File: config.mk
export PLATFORM = sky130hd
export DESIGN_NAME = groestl_io_slave
export DESIGN_NICKNAME = d
export VERILOG_FILES = /design/src/rtl/groestl_io_slave.sv
export SDC_FILE = /design/constraint.sdc
export NUM_CORES = 1
export LEC_CHECK = 0
export CAP_MARGIN = 25
export CORE_AREA = 2 2 315 317
export DETAILED_ROUTE_END_ITERATION = 10
export DIE_AREA = 0 0 317 319
export MAX_ROUTING_LAYER = met4
export SETUP_SLACK_MARGIN = 0.02
export SYNTH_ARGS = -nofsm -noshare
export SYNTH_HDL_FRONTEND = slang
export SYNTH_SLANG_ARGS = --single-unit
File: constraint.sdc
create_clock -name clk -period 2.3 [get_ports clk]
set_input_delay 0.23 -clock clk [delete_from_list [all_inputs] [get_ports clk]]
set_output_delay 0.23 -clock clk [all_outputs]
set_load 0.01 [all_outputs]
File: src/rtl/groestl_io_slave.sv
// groestl_io_slave: host-side word packer feeding the Grøstl core and serving the digest back
// one word per fetch.
module groestl_io_slave #(
    parameter int IOSIZE      = 16,
    parameter int BLOCK_BITS  = 512,
    parameter int DIGEST_BITS = 256
) (
    input  logic                   clk,
    input  logic                   rst_n,
    input  logic                   init,
    input  logic                   load,
    input  logic                   fetch,
    input  logic [IOSIZE-1:0]      idata,
    output logic                   ack,
    output logic [IOSIZE-1:0]      odata,
    output logic                   err,
    output logic                   core_init,
    output logic [BLOCK_BITS-1:0]  blk_data,
    output logic                   blk_valid,
    input  logic                   core_busy,
    input  logic [DIGEST_BITS-1:0] digest,
    input  logic                   digest_valid
);
    localparam int WPB = BLOCK_BITS / IOSIZE;
    localparam int WPD = DIGEST_BITS / IOSIZE;
    localparam int WW = $clog2(WPB);
    localparam int RW = $clog2(WPD);
    localparam logic [WW-1:0] W_LAST = WW'(WPB - 1);
    localparam logic [RW-1:0] R_LAST = RW'(WPD - 1);

    typedef enum logic {FILL, HASH} state_t;

    state_t                 state;
    logic [WW-1:0]          wcnt;
    logic [RW-1:0]          rptr;
    logic                   have_dig;
    logic                   wrapped;
    logic                   fin;
    logic [DIGEST_BITS-1:0] dig;

    always_ff @(posedge clk or negedge rst_n) begin
        if (!rst_n) begin
            ack       <= 1'b0;
            odata     <= '0;
            err       <= 1'b0;
            core_init <= 1'b0;
            blk_data  <= '0;
            blk_valid <= 1'b0;
            state     <= FILL;
            wcnt      <= '0;
            rptr      <= '0;
            have_dig  <= 1'b0;
            wrapped   <= 1'b0;
            fin       <= 1'b0;
            dig       <= '0;
        end else begin
            ack       <= 1'b0;
            core_init <= 1'b0;
            fin       <= 1'b0;
            // blk_valid trails the final word's ack by one cycle
            blk_valid <= fin & ~init;
            if (init) begin
                core_init <= 1'b1;
                wcnt      <= '0;
                rptr      <= '0;
                have_dig  <= 1'b0;
                wrapped   <= 1'b0;
                err       <= 1'b0;
                state     <= FILL;
            end else begin
                if (state == HASH && digest_valid) begin
                    dig      <= digest;
                    have_dig <= 1'b1;
                    rptr     <= '0;
                    wrapped  <= 1'b0;
                    state    <= FILL;
                end
                if (load) begin
                    if (state == FILL && !core_busy) begin
                        blk_data[BLOCK_BITS-1-IOSIZE*int'(wcnt) -: IOSIZE] <= idata;
                        ack <= 1'b1;
                        if (wcnt == W_LAST) begin
                            wcnt  <= '0;
                            fin   <= 1'b1;
                            state <= HASH;
                        end else begin
                            wcnt <= wcnt + 1'b1;
                        end
                    end else if (state == HASH && wcnt == '0 && blk_valid) begin
                        err <= 1'b1;
                    end
                end else if (fetch && state == FILL && wcnt == '0 && have_dig) begin
                    odata <= dig[DIGEST_BITS-1-IOSIZE*int'(rptr) -: IOSIZE];
                    ack   <= 1'b1;
                    rptr  <= (rptr == R_LAST) ? '0 : rptr + 1'b1;
                    // reading past the last word is still served but flagged
                    if (wrapped) err <= 1'b1;
                    if (rptr == R_LAST) wrapped <= 1'b1;
                end
            end
        end
    end
endmodule
==> results of run 1 <==
==> cell families after synthesis <==
| family | after synthesis | synth area share (%) |
|---|---|---|
| muxes | 849 | 31.6 |
| AOI/OAI and AO/OA | 65 | 1.20 |
| xor gates and xnor gates | 1 | 0.0269 |
| DFF | 801 | 61.6 |
| and+or+nand+nor | 237 | 3.69 |
| adders and majority gates | 8 | 0.308 |
| buffers and inverters | 120 | 1.59 |
==> synth_stat cells (all sizes together) (3+ instances only) <==
library cell | number | area (µm²)
ha | 8 | 100
mux2 | 784 | 8830
mux4 | 64 | 1440
nor3b | 3 | 32.5
clkbuf | 59 | 221
nor2 | 87 | 327
and2 | 18 | 113
nand2b | 3 | 18.8
inv | 5 | 18.8
a21oi | 23 | 115
o22ai | 32 | 200
or3 | 3 | 18.8
nand2 | 42 | 158
nor2b | 4 | 25.0
buf | 55 | 273
dfrtp | 801 | 20000
nand3 | 10 | 65.1
o21ai | 3 | 15.0
nand4 | 4 | 25.0
and3 | 54 | 338
==> layout make-up <==
cell class,instances,share of cell area (%)
well taps,1287,3.46
multi-input cells,1160,25.8
clock inverters,26,0.526
flip-flops and latches,801,43.0
diodes,15,0.0806
clock buffers,138,5.94
inverters,6,0.0483
repair buffers,955,21.1
==> cells in the final DEF, fill, tap and decap left out, types with 15 or more instances in the layout <==
cell / count
dfrtp_1: 799
nand2_1: 42
clkbuf_16: 92
clkbuf_1: 17
o22ai_1: 32
diode_2: 15
and2_1: 18
a21oi_1: 23
and3_1: 53
buf_4: 94
nor2_1: 77
clkdlybuf4s50_1: 809
mux2_2: 783
mux4_2: 64
clkbuf_8: 29
buf_12: 50
==> sequential cells by signal, indices dropped and copies added (netlist names), 4 cells and up <==
signal and flops:
blk_data 512, odata 16, dig 256, wcnt 5
rptr 4
==> metrics by stage <==
step	setup TNS [ns]	hold slack (ns)	worst slack (ns)	util [%]
floorplan	-0.557	-0.0656	-0.0164	-
global placement	-0.0425	0.171	-0.00433	44.5
detailed placement	-0.695	0.174	-0.0274	44.6
CTS	0	0.0485	0.178	47.6
global route	0	0.0712	0.0284	47.7
finish	0	0.0614	0.201	47.7
==> timing repair <==
item                                   4_1_cts  5_1_grt
hold buffers                                 1        0
setup endpoints to repair                    0        0
endpoints found under the hold margin      172        0
==> report_power, final <==
| part | internal [mW] | switching (mW) | leakage, nW |
|---|---|---|---|
| Clock | 8.53 | 5.93 | 1.48 |
| Sequential | 14.2 | 0.0701 | 11.2 |
| Combinational | 0.795 | 0.805 | 9.49 |
==> critical path, delay by kind of cell, from the launching register on <==
kind / cells / cell delay [ns]
and+or+nand+nor: 2 / 0.78
DFF: 1 / 0.38
buffers and inverters: 2 / 0.36
AOI/OAI and AO/OA: 2 / 0.24
adders and majority gates: 1 / 0.23
==> per-layer routing <==
layer | track usage (%) | up-vias
met3 | 5.58 | 199
met2 | 39.3 | 775
met1 | 26.8 | 11400
met5 | - | -
li1 | - | 9430
met4 | 9.01 | 0
==> worst paths after layout <==
check / from / endpoint / slack (ns) / cells after the start
min reg2reg: fin$_DFF_PN0_ / blk_valid$_DFF_PN0_ / 0.48 / 1
max: wcnt[1]$_DFFE_PN0P_ / odata[7]$_DFFE_PN0P_ / 0.20 / 7
max in group asynchronous: rst_n / blk_data[361]$_DFFE_PN0P_ / 1.21 / 3
min in group clk: digest[135] / dig[135]$_DFFE_PN0P_ / 0.18 / 2
min: rst_n / blk_data[442]$_DFFE_PN0P_ / 0.06 / 2
max reg2reg: wcnt[1]$_DFFE_PN0P_ / odata[7]$_DFFE_PN0P_ / 0.20 / 7
==> impl_metrics.yaml, run 1 <==
grt:
  grtUsageTotal_pct: 23.4
  grt_max_degree: 102
  grt_pass1_wl_um: 166000
  grt_overflow: 0
  grt_pass1_vias: 23500
  antenna_found_initial: 18
timing:
  slew_headroom_pct: 39.2
  setup_viol: 0
  clock_skew_ns: 0.0147
  hold_viol: 0
  period_needed_ns: 2.10
  max_freq_mhz: 476
  worst_slew_pin_slew_ns: 0.909
  report.final.slew_viol_count: 0
  fin_crit_sh_pct: 91.3
  rsz0062_at_grt: "no"
logic_synthesis:
  syn_area_per_cell_um2: 15.6
  syn_nets: 2368
  syn-instance-count: 2081
  synth_ff_type: "dfrtp_1"
  ys_seq_elements: 801
  synthArstFlopShare_pct: 100
  syn-cell-area_um2: 32500
  ys_warn_count: 0
  ys_types: 40
  synth_edf_count: 0
  ys_seq_area_share_pct: 61.6
setup_path:
  worstSetupPathType: "flop to flop"
  crit_path_max_incr_delay_ns: 0.45
  cp.required_ns: 2.87
  critPathMaxFanout: 32
  start_kind: "flop"
  crit_chain: "inv_1 -> ha_1 -> nor4b_2 -> and3_2 -> buf_12 -> o22ai_1 -> a21oi_1"
  crit_arrival_ns: 2.67
  worst_path_max_delay_cell: "nor4b_2"
  cp-end-kind: "flop"
clock_tree:
  htreeDepth: 3
  cts_buffers: 91
  clkSlewWorstSetupHoldPaths_ns: 0.06
  clock_path_buffers: 3
  ctsResizeCount: 0
  cts_sinks: 801
  cts_setup_buffers: 0
  cts-root-buf: "clkbuf_16"
  clk_latency_ns: 0.67
  cts_tree: "yes"
floorplan:
  top_level_ports: 811
  die_area_um2: 101000
  die_x_um: 317
  rows: 115
  fp.coreArea_um2: 97700
  die_h_um: 319
  start_util_pct: 33.3
layout:
  final_cells: 4388
  fillers: 8423
  final-seq-area_um2: 20100
  multi_input_area_um2: 12000
  syn2layout_area_growth_pct: 43.2
  fin_nets: 3302
  drive_gt1_share_pct: 37.7
  final_design_area_no_fill_um2: 46600
route:
  drtIter0Drc: 1177
  dr_total_vias: 21800
  wl_um: 116000
  wl_met2_um: 58300
  dr.max_layer_used: "met4"
  postRouteAntennaNets: 0
  drc_errors: 0
  post_drt_wl_per_cell_um: 26.4
  viasPerCell: 4.97
  route.met3.wl_um: 7980
  wl_met1_um: 45100
  drtPass1Iterations: 5
min_path:
  hold_path_class: "input pin to async pin"
power_and_ir_drop:
  powerDensity_nw_per_um2: 651
  p_total_mw: 30.3
  peakVddDrop_v: 0.000514
  power_leakage_nw: 22.1
flow_run:
  drv_cap: 0
placement:
  gp_congestion: 0.886
  placed_cells: 4208
  post_dp_cell_area_um2: 43500
  port_buffers: 810
  dpl.hpwl_um: 89900
outcome:
  status: "completed"
No activity file was read; power rests on OpenSTA's default activity.
==> run 2, diff against run 1 <==
CORE_AREA = 8 8 312 314   (was 2 2 315 317)
DIE_AREA = 0 0 320 322   (was 0 0 317 319)
==> run 2 against run 1 <==
  * Register-to-register slack got worse by 0.02 ns
  * Sequential power about the same
  * First-iteration DRC count rose by 9.6%
  * Core utilization increased by 2.7 points
  * Clock power fell by 3%
  * Sequential cell count is the same
  * Worst hold slack lost 0.011 ns
  * Cell count down 2.0%
  * Power shrank 0.95%
  * Design area barely moved
==> impl_metrics.yaml, run 2 (same netlist as run 1, synthesis figures left out) <==
outcome:
  status: "completed"
route:
  viasPerCell: 5.08
  wl_um: 121000
  drc_errors: 0
  dr_total_vias: 21900
  drtIter0Drc: 1290
  postRouteAntennaNets: 0
  drtPass1Iterations: 5
  post_drt_wl_per_cell_um: 28.1
timing:
  setup_viol: 0
  clock_skew_ns: 0.0252
  whs_ns: 0.0505
  slew_headroom_pct: 35.7
  report.final.slew_viol_count: 0
  hold_viol: 0
  worst_slew_pin_slew_ns: 0.962
  finalWorstSetupSlack_ns: 0.181
  fin_crit_sh_pct: 92.1
  rsz0062_at_grt: "no"
  period_needed_ns: 2.12
  max_freq_mhz: 472
floorplan:
  die_area_um2: 103000
  fp.coreArea_um2: 92500
  die_h_um: 322
  die_x_um: 320
  top_level_ports: 811
  start_util_pct: 35.2
  rows: 112
setup_path:
  reg2reg_from: "state$_DFF_PN0_"
  crit_chain: "nor3_4 -> buf_12 -> nand4_1 -> buf_4 -> nor2_2 -> buf_12 -> mux2_2"
  regToRegSetupSlack_ns: 0.18
  worstSetupPathType: "flop to flop"
  worst_path_max_delay_cell: "dfrtp_1"
  crit_path_max_incr_delay_ns: 0.45
  start_kind: "flop"
  worstReg2RegEnd: "blk_data[115]$_DFFE_PN0P_"
  cp.required_ns: 2.80
  reg2reg_depth: 7
  crit_arrival_ns: 2.62
  critPathMaxFanout: 16
  crit_path_frequent_cell: "buf_12"
  cp-end-kind: "flop"
layout:
  drive_gt1_share_pct: 37.5
  final-seq-area_um2: 20100
  final_cell_mix: "clkdlybuf4s50_1, dfrtp_1, mux2_2"
  multi_input_area_um2: 12000
  largest_register_ff_count: 512
  largest-register: "blk_data"
  final_cells: 4300
  syn2layout_area_growth_pct: 43.1
  top_regs: "blk_data x512, dig x256, odata x16"
  layout_commonest_cell: "clkdlybuf4s50_1"
  fin_nets: 3306
  fillers: 7750
clock_tree:
  htreeDepth: 3
  cts_tree: "yes"
  clock_path_buffers: 3
  cts_sinks: 801
  cts-root-buf: "clkbuf_16"
  cts_buffers: 87
  clk_latency_ns: 0.64
  clkSlewWorstSetupHoldPaths_ns: 0.06
placement:
  post-place-ws_ns: -0.225
  dpl.hpwl_um: 96000
  placed_cells: 4126
  gp_congestion: 0.872
  port_buffers: 810
power_and_ir_drop:
  peakVddDrop_v: 0.000470
  powerDensity_nw_per_um2: 645
  power_leakage_nw: 22.2
grt:
  grt_max_degree: 69
  grt_pass1_vias: 24200
  grtUsageTotal_pct: 23.5
  grt_pass1_wl_um: 175000
  grt_overflow: 0
  antenna_found_initial: 20
flow_run:
  drv_cap: 0
min_path:
  hold_path_class: "input pin to async pin"
## run 2: changes by cell type in the layout (fill, tap and decap cells not counted), moves of 5 or more
cell,delta
clkbuf_8,-5
buf_12,+9
inv_6,-5
clkbuf_1,+5
## run 2: repair_timing
action | in CTS | in global routing
hold buffers | 1 | 0
endpoints found under the hold margin | 180 | 0
setup endpoints to repair | 0 | 16
setup buffers | 0 | 0
resized for setup | 0 | 1
## run 2: worst max-delay path by stage
stage / start / endpoint / slack, ns
2_1_floorplan: wcnt[0]$_DFFE_PN0P_ / blk_data[182]$_DFFE_PN0P_ / -0.02
3_3_place_gp: core_busy / blk_data[116]$_DFFE_PN0P_ / -0.22
3_5_place_dp: core_busy / blk_data[116]$_DFFE_PN0P_ / -0.22
4_1_cts: wcnt[1]$_DFFE_PN0P_ / odata[13]$_DFFE_PN0P_ / 0.12
5_1_grt: wcnt[1]$_DFFE_PN0P_ / odata[13]$_DFFE_PN0P_ / 0.03
6_report: state$_DFF_PN0_ / blk_data[115]$_DFFE_PN0P_ / 0.18
## run 2: cell type report
class / instances / share of cell area, %
flip-flops and latches: 801 / 43.1
multi-input cells: 1160 / 25.8
repair buffers: 963 / 21.5
clock buffers: 134 / 5.61
well taps: 1197 / 3.22
clock inverters: 20 / 0.647
diodes: 19 / 0.102
inverters: 6 / 0.0484
## run 2: worst max-delay path: cells and delay by family (launching register included)
kind / cells / cell delay (ns)
buffers and inverters: 3 / 0.58
flip-flops: 1 / 0.45
multiplexers: 1 / 0.35
AND/OR/NAND/NOR: 3 / 0.59
## run 2: metrics by stage
step	setup TNS [ns]	power (mW)	utilization [%]	cell area (µm²)
finish	0	30.0	50.4	46600
detailed placement	-39.19	16.2	47.1	43600
CTS	0	30.4	50.3	46500
global placement	-36.46	16.2	47.1	43600
floorplan	-0.557	14.8	-	32500
global route	0	31.1	50.4	46600
## run 2: report_power, final
group / internal, mW / switching, mW / total [mW] / leakage (nW)
registers: 14.2 / 0.0705 / 14.3 / 11.2
clock network: 8.40 / 5.73 / 14.1 / 1.43
logic: 0.812 / 0.833 / 1.65 / 9.59
total: 23.4 / 6.63 / 30.0 / 22.2
## run 2: layer usage
metal | global-route usage [%] | part of all wire [%] | vias up
met5 | - | 0 | -
met4 | 9.32 | 3.9 | 0
met3 | 5.40 | 6.0 | 196
met2 | 39.8 | 50 | 763
met1 | 27.2 | 40 | 11400
li1 | - | - | 9450
==> run 3, diff against run 2 <==
HOLD_SLACK_MARGIN = 0.06   (was not set)
SLEW_MARGIN = 40   (was not set)
==> run 3 against run 2 <==
  * Global-route usage is essentially flat
  * Clock-buffer cell count shrank 9
  * Clock skew is 0.0012 ns lower
  * Sequential share of layout area barely moved
  * Core utilization is essentially flat
  * Sequential cell count is the same
  * Clock power about the same
  * Critical path type unchanged
==> impl_metrics.yaml, run 3 (same netlist as run 1, synthesis figures left out) <==
outcome:
  status: "completed"
setup_path:
  start_kind: "flop"
  reg2reg_from: "state$_DFF_PN0_"
  crit_start: "state$_DFF_PN0_"
  worst_path_max_delay_cell: "dfrtp_1"
  crit_arrival_ns: 2.66
  cp-end-kind: "flop"
  cp.required_ns: 2.81
  crit_path_max_incr_delay_ns: 0.45
  critPathMaxFanout: 16
  worstSetupPathType: "flop to flop"
  crit_path_frequent_cell: "buf_12"
  crit_chain: "nor3_4 -> buf_12 -> nand4_1 -> buf_4 -> nor2_2 -> buf_12 -> mux2_2"
  reg2reg_depth: 7
timing:
  hold_viol: 0
  tns_ns: 0
  slew_headroom_pct: 59.1
  setup_viol: 0
  period_needed_ns: 2.15
  fin_crit_sh_pct: 93.5
  worst_slew_pin_slew_ns: 0.611
  clock_skew_ns: 0.0240
  report.final.slew_viol_count: 0
  max_freq_mhz: 465
  rsz0062_at_grt: "no"
placement:
  port_buffers: 810
  gp_congestion: 0.872
  dpl.hpwl_um: 96000
route:
  dr_total_vias: 21900
  drc_errors: 0
  drtIter0Drc: 1264
  post_drt_wl_per_cell_um: 28.2
  drtPass1Iterations: 5
  viasPerCell: 5.09
  postRouteAntennaNets: 0
  wl_um: 121000
layout:
  drive_gt1_share_pct: 37.7
  fin_nets: 3307
  largest-register: "blk_data"
  largest_register_ff_count: 512
  layout_commonest_cell: "clkdlybuf4s50_1"
  utilization_pct: 50.3
  top_regs: "blk_data x512, dig x256, odata x16"
  syn2layout_area_growth_pct: 43.0
  final_cell_mix: "clkdlybuf4s50_1, dfrtp_1, mux2_2"
clock_tree:
  cts_setup_buffers: 0
  clock_path_buffers: 3
  clkSlewWorstSetupHoldPaths_ns: 0.06
  cts_sinks: 801
  cts_buffers: 87
  cts_tree: "yes"
  clk_latency_ns: 0.64
  cts-root-buf: "clkbuf_16"
  htreeDepth: 3
flow_run:
  drv_cap: 0
grt:
  grt_pass1_vias: 24000
  grt_pass1_wl_um: 174000
  grtUsageTotal_pct: 23.5
  antenna_found_initial: 21
  grt_max_degree: 69
  grt_overflow: 0
floorplan:
  die_h_um: 322
  die_x_um: 320
  top_level_ports: 811
  rows: 112
  fp.coreArea_um2: 92500
  die_area_um2: 103000
  start_util_pct: 35.2
min_path:
  hold_path_class: "input pin to async pin"
power_and_ir_drop:
  p_total_mw: 29.7
  power_leakage_nw: 22.2
  powerDensity_nw_per_um2: 639
  peakVddDrop_v: 0.000559
run 3: cell types whose count changed in the layout (fill, tap and decap cells not counted), sizes merged:
cell | previous run | this run
clkbuf | 134 | 125
inv | 7 | 9
clkinvlp | 1 | 5
clkinv | 13 | 18
bufinv | 5 | 2
dlygate4sd3 | 1 | 2
diode | 19 | 15
run 3: cell type report:
| type | instances | area [µm²] |
|---|---|---|
| tap | 1197 | 1500 |
| fill | 7774 | 46000 |
| clock buffer | 125 | 2550 |
| multi-input combinational | 1160 | 12000 |
| inverter | 6 | 22.5 |
| antenna | 15 | 37.5 |
| timing repair buffer | 964 | 10000 |
| sequential | 801 | 20100 |
| clock inverter | 28 | 323 |
run 3: metrics by stage:
| step | area, µm² | worst slack [ns] | instances | hold slack, ns |
|---|---|---|---|---|
| 5_1_grt | 46500 | 0.0216 | 4296 | 0.153 |
| 3_5_place_dp | 43600 | -0.236 | 4126 | 0.165 |
| 4_1_cts | 46500 | 0.107 | 4281 | 0.118 |
| 2_1_floorplan | 32500 | -0.0164 | 2081 | -0.0656 |
| 3_3_place_gp | 43600 | -0.221 | 4126 | 0.165 |
| 6_report | 46500 | 0.150 | 4296 | 0.153 |
run 3: path summary, 6_finish.rpt:
path / to / slack, ns
min in group clk: dig[119]$_DFFE_PN0P_ / 0.19
min: blk_data[131]$_DFFE_PN0P_ / 0.15
max reg2reg: blk_data[121]$_DFFE_PN0P_ / 0.15
max: blk_data[121]$_DFFE_PN0P_ / 0.15
max in group asynchronous: blk_data[157]$_DFFE_PN0P_ / 1.15
min reg2reg: blk_valid$_DFF_PN0_ / 0.48
run 3: metal layers:
metal	track usage [%]	routed length (µm)
met4	8.20	3740
met3	5.70	7850
met2	40.2	61900
met5	-	0
met1	26.9	47500
run 3: report_power, final:
group	switching, mW	total (mW)	internal, mW
Clock	5.81	13.8	7.99
Combinational	0.845	1.66	0.813
Sequential	0.0723	14.3	14.2
run 3: what timing repair did:
| item | CTS | global route |
|---|---|---|
| hold buffers | 2 | 0 |
| resized for setup | 0 | 1 |
| setup endpoints to repair | 0 | 16 |
| hold endpoints to repair | 407 | 0 |
run 3: worst max-delay path: cells and delay by family (launching register included):
| kind | cells | cell delay (ns) |
|---|---|---|
| buffers and inverters | 3 | 0.58 |
| muxes | 1 | 0.35 |
| and+or+nand+nor | 3 | 0.62 |
| DFF | 1 | 0.45 |
